[src/rtl/decode_issue.sv]
// Decode/issue stage: classifies RV32I instructions, builds immediates, reads operands, tracks pending writes.
// Latency: an accepted instruction shows up on the out_* register one cycle later.
// Backpressure: in_ready drops when the output slot is full and not draining, on a source hazard, during flush or reset.
module decode_issue #(
  parameter int Width = 32
) (
  input  logic             clk,
  input  logic             reset,
  input  logic             in_valid,
  output logic             in_ready,
  input  logic [31:0]      in_instr,
  input  logic [Width-1:0] in_pc,
  output logic [4:0]       rs1,
  output logic [4:0]       rs2,
  output logic             rs1_valid,
  output logic             rs2_valid,
  input  logic [Width-1:0] rs1_data,
  input  logic [Width-1:0] rs2_data,
  output logic             out_valid,
  input  logic             out_ready,
  output logic [Width-1:0] out_pc,
  output logic [Width-1:0] out_imm,
  output logic [Width-1:0] out_op1,
  output logic [Width-1:0] out_op2,
  output logic [6:0]       out_opcode,
  output logic [2:0]       out_funct3,
  output logic             out_funct7b5,
  output logic [4:0]       out_rd,
  output logic             out_rd_valid,
  output logic             out_illegal,
  input  logic             wb_valid,
  input  logic [4:0]       wb_rd,
  input  logic             flush
);

  localparam logic [6:0] OP_R      = 7'b0110011;
  localparam logic [6:0] OP_IMM    = 7'b0010011;
  localparam logic [6:0] OP_LOAD   = 7'b0000011;
  localparam logic [6:0] OP_JALR   = 7'b1100111;
  localparam logic [6:0] OP_STORE  = 7'b0100011;
  localparam logic [6:0] OP_BRANCH = 7'b1100011;
  localparam logic [6:0] OP_LUI    = 7'b0110111;
  localparam logic [6:0] OP_AUIPC  = 7'b0010111;
  localparam logic [6:0] OP_JAL    = 7'b1101111;

  logic [6:0]        w_opcode;
  logic [4:0]        w_rd;
  logic              w_fmt_r, w_fmt_i, w_fmt_s, w_fmt_b, w_fmt_u, w_fmt_j;
  logic              w_illegal;
  logic              w_use_rs1, w_use_rs2, w_use_rd;
  logic signed [31:0] w_imm32;
  logic [Width-1:0]  w_imm;
  logic [Width-1:0]  w_op1, w_op2;
  logic              w_hazard;
  logic              w_accept;
  logic [31:0]       w_busy_nxt;

  logic [31:0]       r_busy;
  logic              r_out_valid;
  logic [Width-1:0]  r_out_pc, r_out_imm, r_out_op1, r_out_op2;
  logic [6:0]        r_out_opcode;
  logic [2:0]        r_out_funct3;
  logic              r_out_funct7b5;
  logic [4:0]        r_out_rd;
  logic              r_out_rd_valid;
  logic              r_out_illegal;

  assign w_opcode = in_instr[6:0];
  assign w_rd     = in_instr[11:7];
  assign rs1      = in_instr[19:15];
  assign rs2      = in_instr[24:20];

  // Classify the opcode into its encoding format; anything unlisted is illegal
  always_comb begin
    w_fmt_r = 1'b0;
    w_fmt_i = 1'b0;
    w_fmt_s = 1'b0;
    w_fmt_b = 1'b0;
    w_fmt_u = 1'b0;
    w_fmt_j = 1'b0;
    case (w_opcode)
      OP_R:                       w_fmt_r = 1'b1;
      OP_IMM, OP_LOAD, OP_JALR:   w_fmt_i = 1'b1;
      OP_STORE:                   w_fmt_s = 1'b1;
      OP_BRANCH:                  w_fmt_b = 1'b1;
      OP_LUI, OP_AUIPC:           w_fmt_u = 1'b1;
      OP_JAL:                     w_fmt_j = 1'b1;
      default:                    ;
    endcase
  end

  assign w_illegal = !(w_fmt_r | w_fmt_i | w_fmt_s | w_fmt_b | w_fmt_u | w_fmt_j);
  assign w_use_rs1 = w_fmt_r | w_fmt_i | w_fmt_s | w_fmt_b;
  assign w_use_rs2 = w_fmt_r | w_fmt_s | w_fmt_b;
  // Writes to x0 are discarded, so they never claim a scoreboard entry
  assign w_use_rd  = (w_fmt_r | w_fmt_i | w_fmt_u | w_fmt_j) && (w_rd != 5'd0);

  assign rs1_valid = in_valid && w_use_rs1;
  assign rs2_valid = in_valid && w_use_rs2;

  // Assemble the sign-extended immediate for the decoded format (R-type and illegal give zero)
  always_comb begin
    w_imm32 = '0;
    if (w_fmt_i)
      w_imm32 = {{20{in_instr[31]}}, in_instr[31:20]};
    else if (w_fmt_s)
      w_imm32 = {{20{in_instr[31]}}, in_instr[31:25], in_instr[11:7]};
    else if (w_fmt_b)
      w_imm32 = {{19{in_instr[31]}}, in_instr[31], in_instr[7], in_instr[30:25], in_instr[11:8], 1'b0};
    else if (w_fmt_u)
      w_imm32 = {in_instr[31:12], 12'h000};
    else if (w_fmt_j)
      w_imm32 = {{11{in_instr[31]}}, in_instr[31], in_instr[19:12], in_instr[20], in_instr[30:21], 1'b0};
  end

  assign w_imm = Width'(w_imm32);
  assign w_op1 = w_use_rs1 ? rs1_data : '0;
  assign w_op2 = w_use_rs2 ? rs2_data : '0;

  // No bypass network: a busy source simply stalls; busy[0] is held at zero so x0 never stalls
  assign w_hazard = (w_use_rs1 && r_busy[rs1]) || (w_use_rs2 && r_busy[rs2]);
  assign in_ready = !reset && (!r_out_valid || out_ready) && !w_hazard && !flush;
  assign w_accept = in_valid && in_ready;

  // Scoreboard update: writeback and flush release first, a new issue claiming rd wins over both
  always_comb begin
    w_busy_nxt = r_busy;
    if (wb_valid)
      w_busy_nxt[wb_rd] = 1'b0;
    if (flush && r_out_valid && r_out_rd_valid)
      w_busy_nxt[r_out_rd] = 1'b0;
    if (w_accept && w_use_rd)
      w_busy_nxt[w_rd] = 1'b1;
    w_busy_nxt[0] = 1'b0;
  end

  // Scoreboard register
  always_ff @(posedge clk) begin
    if (reset)
      r_busy <= '0;
    else
      r_busy <= w_busy_nxt;
  end

  // Output slot: load on accept, empty on flush or on a downstream transfer with nothing new behind it
  always_ff @(posedge clk) begin
    if (reset) begin
      r_out_valid    <= 1'b0;
      r_out_pc       <= '0;
      r_out_imm      <= '0;
      r_out_op1      <= '0;
      r_out_op2      <= '0;
      r_out_opcode   <= '0;
      r_out_funct3   <= '0;
      r_out_funct7b5 <= 1'b0;
      r_out_rd       <= '0;
      r_out_rd_valid <= 1'b0;
      r_out_illegal  <= 1'b0;
    end else if (flush) begin
      r_out_valid    <= 1'b0;
    end else if (w_accept) begin
      r_out_valid    <= 1'b1;
      r_out_pc       <= in_pc;
      r_out_imm      <= w_imm;
      r_out_op1      <= w_op1;
      r_out_op2      <= w_op2;
      r_out_opcode   <= w_opcode;
      r_out_funct3   <= in_instr[14:12];
      r_out_funct7b5 <= in_instr[30];
      r_out_rd       <= w_rd;
      r_out_rd_valid <= w_use_rd;
      r_out_illegal  <= w_illegal;
    end else if (out_ready) begin
      r_out_valid    <= 1'b0;
    end
  end

  assign out_valid    = r_out_valid;
  assign out_pc       = r_out_pc;
  assign out_imm      = r_out_imm;
  assign out_op1      = r_out_op1;
  assign out_op2      = r_out_op2;
  assign out_opcode   = r_out_opcode;
  assign out_funct3   = r_out_funct3;
  assign out_funct7b5 = r_out_funct7b5;
  assign out_rd       = r_out_rd;
  assign out_rd_valid = r_out_rd_valid;
  assign out_illegal  = r_out_illegal;

endmodule

[config.mk]
export PLATFORM = sky130hd
export DESIGN_NAME = decode_issue
export DESIGN_NICKNAME = d
export VERILOG_FILES = /design/src/rtl/decode_issue.sv
export SDC_FILE = /design/constraint.sdc
export NUM_CORES = 1
export LEC_CHECK = 0
export ABC_CLOCK_PERIOD_IN_PS = 3600
export BUFFER_PORTS_ARGS = -buffer_cell sky130_fd_sc_hd__buf_2
export CAP_MARGIN = 0
export CELL_PAD_IN_SITES_DETAIL_PLACEMENT = 1
export CELL_PAD_IN_SITES_GLOBAL_PLACEMENT = 1
export CORE_MARGIN = 4
export CORE_UTILIZATION = 37
export CTS_CLUSTER_SIZE = 28
export DETAILED_ROUTE_END_ITERATION = 10
export PLACE_DENSITY_LB_ADDON = 0.2
export SLEW_MARGIN = 20
export SYNTH_ARGS = -nofsm -noshare
export SYNTH_HDL_FRONTEND = slang
export SYNTH_SLANG_ARGS = --single-unit
[constraint.sdc]
create_clock -name clk -period 3.6 [get_ports clk]
set_input_delay 0.72 -clock clk [delete_from_list [all_inputs] [get_ports clk]]
set_output_delay 0.72 -clock clk [all_outputs]
set_load 0.01 [all_outputs]
# Word-level counts from Yosys, hierarchy flattened
# Index checks and enable logic that the tools add are counted.
[word_totals]
output_inout_bits = 160
elab_cells = 101
reg_bits = 179
input_bits = 139
[op_classes]
n_reduce_logical = 28
mux = 28
n_eq_ne = 9
n_bitwise = 15
n_lt_le_gt_ge = 8
[op_table]
columns = ["operator", "count"]
rows = [
  ["$mux 32", 10],
  ["$and 32x32->32", 2],
  ["$not 32->32", 2],
  ["$or 32x32->32", 1],
  ["$lt 5x6->1 const B", 5],
  ["$eq 7x6->1 const B", 3],
  ["$eq 7x7->1 const B", 3],
  ["$demux 1 s5", 3],
  ["$ge 5x1->1 const B", 3],
  ["$logic_and 1x1->1", 15],
  ["$eq 7x5->1 const B", 2],
  ["$mux 1", 13],
  ["$bmux 1 s5", 2],
  ["$or 1x1->1", 9],
  ["$eq 7x2->1 const B", 1],
  ["$logic_not 1->1", 5],
  ["$reduce_bool 5->1", 1],
  ["$reduce_or 2->1", 2],
  ["$reduce_or 3->1", 1],
  ["$logic_or 1x1->1", 2],
  ["$reduce_and 2->1", 1],
  ["$reduce_bool 2->1", 1],
  ["$not 1->1", 1],
]

# Depth between registers and ports, before layout
# Gate-level depths: netlist of the first run.
[depth]
word_depth = 14
ltp_mapped = 10
mapped_depth_nobuf = 6

# Least setup slack after synthesis of the first run
# No wires, ideal clock.
[synth_path]
path_type = "input -> output"
from = "input port in_instr[15]"
to = "output port in_ready"
path_buffers = 2
path_stages = 7
t_arrival_ps = 2695
slack_ps = 185
required_ps = 2880
path_cell_list = "clkbuf_1 > mux4_2 > nand4_1 > a31oi_1 > a21oi_1 > clkbuf_1 > and3_1"
[synth_between]
elab_chain_len = 7
[synth_rtl]
columns = ["element", "line_no", "text"]
rows = [
  ["start: declaration", "11", "input logic [31:0] in_instr,"],
  ["$bmux 1 s5", "121", "assign w_hazard = (w_use_rs1 && r_busy[rs1]) || (w_use_rs2 && r_busy[rs2]);"],
  ["$mux 1 (not written as such)", "121", ""],
  ["$logic_and 1x1->1", "121", ""],
  ["$logic_or 1x1->1", "121", ""],
  ["$logic_not 1->1", "122", "assign in_ready = !reset && (!r_out_valid || out_ready) && !w_hazard && !flush;"],
  ["$logic_and 1x1->1 (2 in series)", "122", ""],
  ["end: declaration", "10", "output logic in_ready,"],
]
# Every way passes these cells. The select of a mux whose other input is x is not followed.

# Worst setup path in the final report of the first run
[layout_path]
from = "input port in_instr[0]"
to = "output port in_ready"
[layout_between]
elab_chain_len = 11
word_cells_on_any_way = 22
classes_between = "eq/ne (6); mux (4); bitwise (5); reduce/logical (7)"
[layout_rtl]
columns = ["element", "line_no", "text"]
rows = [
  ["$eq 7x5->1, or another cell as far along", "81", "case (w_opcode)"],
  ["$reduce_or 3->1", "81", ""],
  ["$mux 1", "81", ""],
  ["$or 1x1->1 (3 in series)", "93", "assign w_use_rs1 = w_fmt_r | w_fmt_i | w_fmt_s | w_fmt_b;"],
  ["$logic_and 1x1->1", "121", ""],
  ["$logic_or 1x1->1 (*)", "121", ""],
  ["$logic_not 1->1 (*)", "122", ""],
  ["$logic_and 1x1->1 (*) (2 in series)", "122", ""],
]
# Every way passes the cells marked *; elsewhere a longest branch is shown, timed or not.

==> metrics.yaml, run 1 <==
pwr:
  p_switching_mw: 1.248
  powerDensity_mw_per_mm2: 409.0
  p_leak_nw: 4.913
  totalPowerFinal_mw: 4.398
  peakVddDrop_v: 0.0002915
  p_comb_share_pct: 10.7
  seq_power_share_pct: 46.5
  internal_power_mw: 3.150
  p_sw_share_pct: 28.38
  pwr-share-clk_pct: 42.9
timing:
  finalClockSkew_ps: 20.60
  tightest_slew_ps: 662.5
  slew_violations: 0
  rsz0062_at_grt: "no"
  fin_crit_sh_pct: 95.48
  timing.final.crit_period_ps: 3437
  hold_ws_ps: 459.4
  hold_violations: 0
  setup_viol: 0
  relSlewSlack_pct: 55.23
  fmax_ghz: 0.2909
final_layout:
  layout.nets: 1296
  final_area_sq_mm: 0.01075
  drive_gt1_share_pct: 35.73
  register_area_sq_mm: 0.003563
  area_growth_pct: 28.31
  multi_input_area_sq_mm: 0.004438
  post-route-util_pct: 48.82
  final-instance-count-excl-fill: 1451
  n_fill_cell: 2636
clock_tree:
  clk_latency_ps: 450
  cts_buffers: 17
  cts_sinks: 178
  cts_max_level: 4
  cts_root_buf: "clkbuf_16"
  cts_tree: "built"
  clockBufferDepth: 2
  clk_pin_slew_ps: 80
  postCtsHoldBufs: 0
yosys:
  yosysSeqAreaShare_pct: 42.52
  synth_most_common_cell: "dfxtp_1"
  synth_warnings: 0
  synthFlopType: "dfxtp_1"
  synth_nets: 1029
  netlist.area_leader.share_pct: 42.52
  synth_cell_types: 52
  synth_area_per_cell_sq_um: 9.416
  synth_seq_cells: 178
  netlist_instances: 890
  syn-cell-area_sq_mm: 0.008381
  synth_commonest_cells: "dfxtp_1, nand2_1, mux2i_1"
  synth_edf_count: 0
  synth.largest_area_cell: "dfxtp_1"
  synthTopCellsByArea: "dfxtp_1, mux2i_1, nand2_1"
  synth_async_sr_flop_share_pct: 0
drt:
  routed_wl_microns: 30330
  viasPerCell: 5.484
  wl_per_cell_microns: 20.90
  vias: 7957
  route.detailed.drc: 0
  ant_nets: 0
  drt-initial-drc-count: 471
  first_pass_iters: 5
grt:
  grt.total_usage_pct: 23.42
  grt_pass1_wl_microns: 45860
  antenna_found_initial: 2
  grt_pass1_vias: 8070
  grt_max_degree: 73
  overflow: 0
setup_path:
  setup.worst_path.start: "in_instr[0]"
  end_kind: "primary output"
  critPathRequiredTime_ps: 2880
  arrival_ps: 2720
  critPathMaxFanout: 5
  timing.rr.start: "r_busy[5]"
  path_class: "in2out"
  cp-start-kind: "primary input"
die:
  core_sq_mm: 0.02203
  start_util_pct: 38.05
  ios: 299
  fp.dieArea_sq_mm: 0.02512
  fp.dieH_microns: 158.5
  die_x_microns: 158.5
  fp-row-count: 54
hold_path:
  hold_class: "reg2reg"
  worstHoldStart: "out_op1[10]"
placement:
  dpl.hpwl_microns: 22500
  gp_congestion: 0.8831
  postPlaceCellArea_sq_mm: 0.01015
  dp_cells: 1418
  port_buffers: 298
job:
  drv_cap: 0
status:
  status: "completed"
-- what timing repair did --
item,4_1_cts,5_1_grt
setup endpoints to repair,1,1
setup buffers,0,0
resized for setup,1,1
-- flip-flops by register name (all words and copies together), names as in the netlist --
register,count
out_imm,32
out_op1,32
out_op2,32
out_pc,32
r_busy,31
out_opcode,7
out_rd,5
out_funct3,3
out_funct7b5,1
out_illegal,1
out_rd_valid,1
out_valid,1
-- cells by family after synthesis --
family | count (synthesis) | share of synthesized area (%)
and+or+nand+nor | 321 | 18.90
AOI/OAI and AO/OA | 165 | 14.39
buffers and inverters | 87 | 5.121
DFF | 178 | 42.52
muxes | 139 | 19.07
-- through the flow --
step           setup TNS (ps)  setup WS, ps
2_1_floorplan               0         185.3
3_3_place_gp                0         36.43
3_5_place_dp            -2096        -105.8
4_1_cts                     0         143.2
5_1_grt                     0         4.743
6_report                    0         162.6
-- cell usage in the layout, fill, tap and decap left out, types with 3 or more instances in the layout --
cell,synthesis,routed
clkinv_8,0,3
nand4_1,3,3
nor2_1,21,19
a22oi_1,8,8
nand2_1,165,165
inv_1,9,9
mux2_1,29,29
dfxtp_1,178,178
mux4_2,12,12
or3b_2,3,3
clkbuf_16,0,17
or2_2,15,15
a31o_2,3,3
o2111ai_1,20,20
nand3_1,11,11
a21oi_1,25,24
o31ai_1,31,31
mux2_2,16,16
nor2b_1,63,63
buf_4,11,22
a21o_1,3,3
nor3b_1,5,4
buf_2,13,297
nand2b_1,5,5
buf_12,0,6
mux2i_1,82,82
inv_8,0,6
a211oi_1,25,25
inv_6,0,3
o221ai_1,11,11
nand3b_1,11,11
a31oi_1,26,26
-- layer usage --
layer | vias to the layer above | wire length (microns) | track usage, % | part of all wire, %
met5 | - | 7 | 0 | 0.023
met4 | 2 | 590 | 7.067 | 1.9
met1 | 3866 | 12740 | 30.06 | 42
met2 | 317 | 14560 | 38.37 | 48
li1 | 3734 | - | - | -
met3 | 38 | 2430 | 6.714 | 8.0
-- worst max-delay path, cell delays in order --
cell	delay (ps)
buf_2	110
nor4bb_1	600
nand3_1	230
a2111oi_2	540
a211oi_4	150
and3_1	220
buf_2	140
-- power by group through the flow --
stage          combinational, mW  clock (mW)  sequential (mW)
2_1_floorplan              0.227           0             2.11
3_3_place_gp               0.465           0             2.09
3_5_place_dp               0.470           0             2.09
4_1_cts                    0.473        1.92             2.04
5_1_grt                    0.508        2.01             2.05
6_report                   0.469        1.89             2.04
-- worst paths after layout --
kind | cells after the start | slack [ps] | endpoint
min reg2reg | 2 | 460 | out_op1[10]
max reg2reg | 9 | 990 | out_op2[6]
max | 7 | 160 | in_ready
min | 2 | 460 | out_op1[10]
-- layout make-up --
class	count	area share (%)
diodes	1	0.02327
flip-flops and latches	178	33.14
clock inverters	15	1.524
inverters	10	0.3491
repair buffers	325	16.48
well taps	280	3.258
clock buffers	17	3.956
multi-input cells	625	41.27
(Power assumes the default switching activity.)
==> inputs of run 2 (changes only) <==
Settings changed: ABC_AREA set to 1, CORE_UTILIZATION 37 to 34.
==> run 2 against run 1 <==
Synthesized area up 2.2%. Critical path depth up 5. Wire length up 6.1%.
==> metrics.yaml, run 2 <==
job:
  drv_cap: 0  # unchanged
final_layout:
  drive_gt1_share_pct: 24.39  # was 35.73%
  area_growth_pct: 26.34  # was 28.31%
  final_common_cell: "nor2_1"  # was buf_2
  layout.nets: 1672  # was 1296
  layout_common_cells: "nor2_1, buf_2, dfxtp_1, inv_1, o21ai_0"  # was buf_2, dfxtp_1, nand2_1, mux2i_1, nor2b_1
setup_path:
  timing.rr.start: "r_busy[27]"  # was r_busy[5]
  cp-start-kind: "primary input"  # unchanged
  critPathSlowestCell: "buf_2"  # was nor4bb_1
  path_cells: "buf_2 > inv_2 > nand2_1 > nand3_1 > nand2_1 > nand2_1 > nand3_1 > nand3_1 > nand3_1 > nand2_1 > nor2_4 > buf_2"  # was buf_2 > nor4bb_1 > nand3_1 > a2111oi_2 > a211oi_4 > and3_1 > buf_2
  slowest_delay_ps: 300  # was 600 ps
  r2r_end: "out_imm[5]"  # was out_op2[6]
  reg2regPathDepth: 14  # was 9
  critPathRequiredTime_ps: 2880  # about the same
  timing.reg2reg.setup_slack_ps: 1540  # was 990 ps
  arrival_ps: 2160  # was 2720 ps
  critPathMaxFanout: 23  # was 5
  path_class: "in2out"  # unchanged
  end_kind: "primary output"  # unchanged
yosys:
  netlist.area_leader.share_pct: 41.60  # was 42.52%
  synth.largest_area_cell: "dfxtp_1"  # unchanged
  synthTopCellsByArea: "dfxtp_1, nor2_1, o21ai_0"  # was dfxtp_1, mux2i_1, nand2_1
  netlist_instances: 1273  # was 890
  synth_commonest_cells: "nor2_1, dfxtp_1, inv_1"  # was dfxtp_1, nand2_1, mux2i_1
  synth_cell_types: 31  # was 52
  synth_most_common_cell: "nor2_1"  # was dfxtp_1
  synth_edf_count: 0  # unchanged
  synthFlopType: "dfxtp_1"  # unchanged
  synth_area_per_cell_sq_um: 6.729  # was 9.416 sq um
  syn-cell-area_sq_mm: 0.008566  # was 0.008381 sq mm
  synth_warnings: 0  # unchanged
  synth_seq_cells: 178  # unchanged
  synth_async_sr_flop_share_pct: 0  # unchanged
  yosysSeqAreaShare_pct: 41.60  # was 42.52%
  synth_nets: 1412  # was 1029
drt:
  first_pass_iters: 4  # was 5
  vias: 9385  # was 7957
  drt-initial-drc-count: 670  # was 471
  ant_nets: 0  # unchanged
  wl_per_cell_microns: 17.17  # was 20.90 microns
  route.detailed.drc: 0  # unchanged
  routed_wl_microns: 32160  # was 30330 microns
  viasPerCell: 5.011  # was 5.484
timing:
  totalNegativeSetupSlack_ps: 0  # unchanged
  tightest_slew_ps: 724.4  # was 662.5 ps
  finalClockSkew_ps: 16.58  # was 20.60 ps
  fmax_ghz: 0.3472  # was 0.2909 GHz
  fin_ws_ps: 719.8  # was 162.6 ps
  timing.final.crit_period_ps: 2880  # was 3437 ps
  rsz0062_at_grt: "no"  # unchanged
  hold_ws_ps: 467.7  # was 459.4 ps
  setup_viol: 0  # unchanged
  relSlewSlack_pct: 51.38  # was 55.23%
  fin_crit_sh_pct: 80.00  # was 95.48%
  hold_violations: 0  # unchanged
  slew_violations: 0  # unchanged
grt:
  antenna_found_initial: 3  # was 2
  grt.total_usage_pct: 22.40  # was 23.42%
  grt_pass1_vias: 9295  # was 8070
  grt_max_degree: 106  # was 73
  grt_pass1_wl_microns: 50780  # was 45860 microns
  overflow: 0  # unchanged
clock_tree:
  clk_latency_ps: 430  # was 450 ps
  cts_tree: "built"  # unchanged
  clockBufferDepth: 2  # unchanged
  cts_root_buf: "clkbuf_16"  # unchanged
  postCtsHoldBufs: 0  # unchanged
  post_cts_buffers: 0  # unchanged
  cts_resized: 0  # was 1
  cts_max_level: 4  # unchanged
  clk_pin_slew_ps: 70  # was 80 ps
  cts_buffers: 17  # unchanged
  cts_sinks: 178  # unchanged
die:
  die_x_microns: 166.7  # was 158.5 microns
  fp.dieH_microns: 166.7  # was 158.5 microns
  fp-row-count: 57  # was 54
  core_sq_mm: 0.02453  # was 0.02203 sq mm
  ios: 299  # unchanged
  start_util_pct: 34.91  # was 38.05%
  fp.dieArea_sq_mm: 0.02780  # was 0.02512 sq mm
hold_path:
  worstHoldStart: "out_imm[10]"  # was out_op1[10]
  holdPathEnd: "out_imm[10]"  # was out_op1[10]
  whs_path_depth: 2  # unchanged
  hold_class: "reg2reg"  # unchanged
pwr:
  powerDensity_mw_per_mm2: 424.9  # was 409.0 mW/mm^2
  totalPowerFinal_mw: 4.599  # was 4.398 mW
  peakVddDrop_v: 0.0002832  # was 0.0002915 V
  p_leak_nw: 5.135  # was 4.913 nW
placement:
  port_buffers: 298  # unchanged
  dpl.hpwl_microns: 23960  # was 22500 microns
  place_ws_ps: 706.7  # was -105.8 ps
  gp_congestion: 0.8740  # was 0.8831
status:
  status: "completed"  # unchanged
## run 2: changes by cell type in the layout (fill, tap and decap cells not counted), moves of 29 or more
cell     delta
mux2_1     -29
o31ai_1    -31
mux2i_1    -82
nand2_1    -73
nor2b_1    -63
o21ai_0   +113
nor2_1    +383
nand4_1    +30
inv_1     +121
nand3_1    +70
o21ai_1    +42
## run 2: logic make-up (layout without fill, tap and decap cells)
kind of cell / count (synthesis) / count (layout) / synth area share (%)
AO/OA/AOI/OAI: 245 / 245 / 16.13
AND/OR/NAND/NOR: 627 / 627 / 30.38
other: 0 / 3 / 0
flip-flops: 178 / 178 / 41.60
buffers and inverters: 223 / 496 / 11.89
## run 2: worst max path at each step
stage | from | to | slack, ps | cells past startpoint
floorplan | in_instr[15] | in_ready | 1020 | 11
global placement | in_instr[15] | in_ready | 750 | 10
detailed placement | in_instr[20] | in_ready | 710 | 12
CTS | in_instr[20] | in_ready | 710 | 12
global route | in_instr[20] | in_ready | 520 | 12
finish | in_instr[20] | in_ready | 720 | 12
## run 2: area by class of cell
class / instances / area (sq um)
fill: 3309 / 13710
timing repair buffer: 326 / 1764
sequential: 178 / 3563
antenna: 3 / 7.507
clock buffer: 19 / 432.9
clock inverter: 13 / 142.6
tap: 324 / 405.4
inverter: 138 / 521.8
multi-input combinational: 872 / 3984
## run 2: report_power, final
| group | internal [mW] | switching [mW] |
|---|---|---|
| logic | 0.238 | 0.412 |
| registers | 2.05 | 0.0431 |
| clock network | 0.985 | 0.870 |
| total | 3.27 | 1.32 |
## run 2: metrics by stage
stage | cells | cell area [sq um] | util (%)
floorplan | 1273 | 8566 | -
global placement | 1838 | 10240 | 41.73
detailed placement | 1838 | 10240 | 41.73
CTS | 1870 | 10810 | 44.08
global route | 1873 | 10820 | 44.11
finish | 1873 | 10820 | 44.11
## run 2: critical path: cells and delay by family
kind	cells	cell delay (ps)
and+or+nand+nor	9	750
buffers and inverters	3	680
## run 2: layer usage
layer	vias up	routed length [microns]	global-route usage, %
li1	4629	-	-
met1	4457	14030	28.64
met2	265	15780	38.64
met3	34	1778	4.124
met4	0	568	6.652
met5	-	0	0
==> inputs of run 3 (changes only) <==
Settings changed: ABC_CLOCK_PERIOD_IN_PS 3600 to 2900.
Clock period 3.6 ns to 2.9 ns, I/O delays scaled along.
==> run 3 against run 2 <==
Via count decreased by 0.13%. Critical path type unchanged. Highest routed layer is now met5. Sequential share of layout area about the same. Register-to-register slack got worse by 880 ps. Wire length decreased by 1.3%. Critical endpoint unchanged. Sequential power increased by 24%. Setup slack got worse by 550 ps. Final cell count decreased by 0.37%.
==> metrics.yaml, run 3 (synthesis results as in run 2) <==
die:
  die_x_microns: 166.7  # unchanged
  fp-row-count: 57  # unchanged
  ios: 299  # unchanged
  fp.dieH_microns: 166.7  # unchanged
  fp.dieArea_sq_mm: 0.02780  # unchanged
  core_sq_mm: 0.02453  # unchanged
  start_util_pct: 34.91  # unchanged
drt:
  drt-initial-drc-count: 510  # was 670
  ant_nets: 0  # unchanged
  vias: 9373  # was 9385
  wl_per_cell_microns: 17.02  # was 17.17 microns
  first_pass_iters: 5  # was 4
  viasPerCell: 5.023  # was 5.011
  route.detailed.drc: 0  # unchanged
  routed_wl_microns: 31750  # was 32160 microns
clock_tree:
  postCtsHoldBufs: 0  # unchanged
  clk_pin_slew_ps: 80  # was 70 ps
  cts_tree: "built"  # unchanged
  clk_latency_ps: 430  # about the same
  cts_buffers: 17  # unchanged
  cts_max_level: 4  # unchanged
  clockBufferDepth: 2  # unchanged
  post_cts_buffers: 0  # unchanged
  cts_sinks: 178  # unchanged
  cts_root_buf: "clkbuf_16"  # unchanged
setup_path:
  arrival_ps: 2150  # was 2160 ps
  cp-start-kind: "primary input"  # unchanged
  crit_buf_inv: 3  # unchanged
  critPathMaxFanout: 20  # was 23
  end_kind: "primary output"  # unchanged
  critPathRequiredTime_ps: 2320  # was 2880 ps
  path_cells: "buf_2 > inv_2 > nand2_1 > nand3_1 > nand3_1 > nand3_1 > nand3_1 > a21oi_2 > nor2_4 > buf_2"  # was buf_2 > inv_2 > nand2_1 > nand3_1 > nand2_1 > nand2_1 > nand3_1 > nand3_1 > nand3_1 > nand2_1 > nor2_4 > buf_2
  slowest_delay_ps: 300  # about the same
  crit_top_cell: "nand3_1"
  critPathSlowestCell: "buf_2"  # unchanged
  path_class: "in2out"  # unchanged
  path_delay_family: "simple AND/OR/NAND/NOR gates"  # unchanged
grt:
  grt.total_usage_pct: 21.79  # was 22.40%
  antenna_found_initial: 2  # was 3
  grt_max_degree: 83  # was 106
  grt_pass1_vias: 9244  # was 9295
  grt_pass1_wl_microns: 49670  # was 50780 microns
  overflow: 0  # unchanged
pwr:
  p_leak_nw: 5.141  # was 5.135 nW
  powerDensity_mw_per_mm2: 526.0  # was 424.9 mW/mm^2
  peakVddDrop_v: 0.0003043  # was 0.0002832 V
final_layout:
  post-route-util_pct: 44.07  # was 44.11%
  area_growth_pct: 26.22  # was 26.34%
  multi_input_area_sq_mm: 0.003984  # unchanged
  drive_gt1_share_pct: 24.27  # was 24.39%
  final_area_sq_mm: 0.01081  # was 0.01082 sq mm
  layout.nets: 1668  # was 1672
  n_fill_cell: 3311  # was 3309
  layout_common_cells: "nor2_1, buf_2, dfxtp_1, inv_1, o21ai_0"  # unchanged
  register_area_sq_mm: 0.003563  # unchanged
  final_common_cell: "nor2_1"  # unchanged
job:
  drv_cap: 0  # unchanged
hold_path:
  hold_class: "in2reg"  # was reg2reg
timing:
  hold_violations: 0  # unchanged
  fin_crit_sh_pct: 94.25
  slew_violations: 0  # unchanged
  rsz0062_at_grt: "no"  # unchanged
  tightest_slew_ps: 503.0  # was 724.4 ps
  totalNegativeSetupSlack_ps: 0  # unchanged
  fmax_ghz: 0.3659
  finalClockSkew_ps: 15.18  # was 16.58 ps
  timing.final.crit_period_ps: 2733
  setup_viol: 0  # unchanged
  relSlewSlack_pct: 66.37  # was 51.38%
status:
  status: "completed"  # unchanged
placement:
  postPlaceCellArea_sq_mm: 0.01023  # was 0.01024 sq mm
  gp_congestion: 0.8838  # was 0.8740
  port_buffers: 298  # unchanged
  dpl.hpwl_microns: 23660  # was 23960 microns
run 3: what timing repair did:
action	CTS	global route
gates resized for setup	0	1
endpoints found under the hold margin	0	0
setup endpoints to repair	0	1
run 3: report_power, final:
group | switching, mW | internal (mW) | total, mW
Combinational | 0.504 | 0.294 | 0.798
Clock | 1.12 | 1.17 | 2.29
Sequential | 0.0529 | 2.55 | 2.60
run 3: layout make-up:
cell class / instances / area share, %
Clock buffer: 18 / 4.062
Sequential cell: 178 / 32.96
Antenna cell: 1 / 0.02315
Clock inverter: 13 / 1.238
Multi-Input combinational cell: 872 / 36.85
Tap cell: 324 / 3.750
Inverter: 138 / 4.826
Timing Repair Buffer: 322 / 16.29
run 3: worst paths after layout:
path	from	slack, ps	cells past startpoint	end
setup / recovery	in_instr[15]	170	10	in_ready
hold / removal	in_pc[23]	410	3	out_pc[23]
setup reg to reg	r_busy[17]	660	14	out_opcode[2]
hold reg to reg	out_funct7b5	470	2	out_funct7b5
run 3: through the flow:
step / worst slack, ps / cells / hold slack [ps] / total power [mW]
after floorplan: 602.0 / 1273 / 457.3 / 3.109
after detailed placement: 24.27 / 1834 / 459.9 / 3.460
after global placement: 120.5 / 1834 / 448.1 / 3.441
after global routing: 21.84 / 1866 / 417.2 / 5.954
after CTS: 138.8 / 1865 / 399.6 / 5.761
final: 166.6 / 1866 / 411.8 / 5.687
run 3: worst min-delay path: stages:
cell	delay, ps
buf_2	80
o21ai_0	70
nor2_1	80
run 3: metal layers:
layer	global-route usage (%)	part of all wire, %
met3	3.721	5.9
met5	0	0.054
met4	5.727	1.6
met1	28.29	44
met2	37.65	49
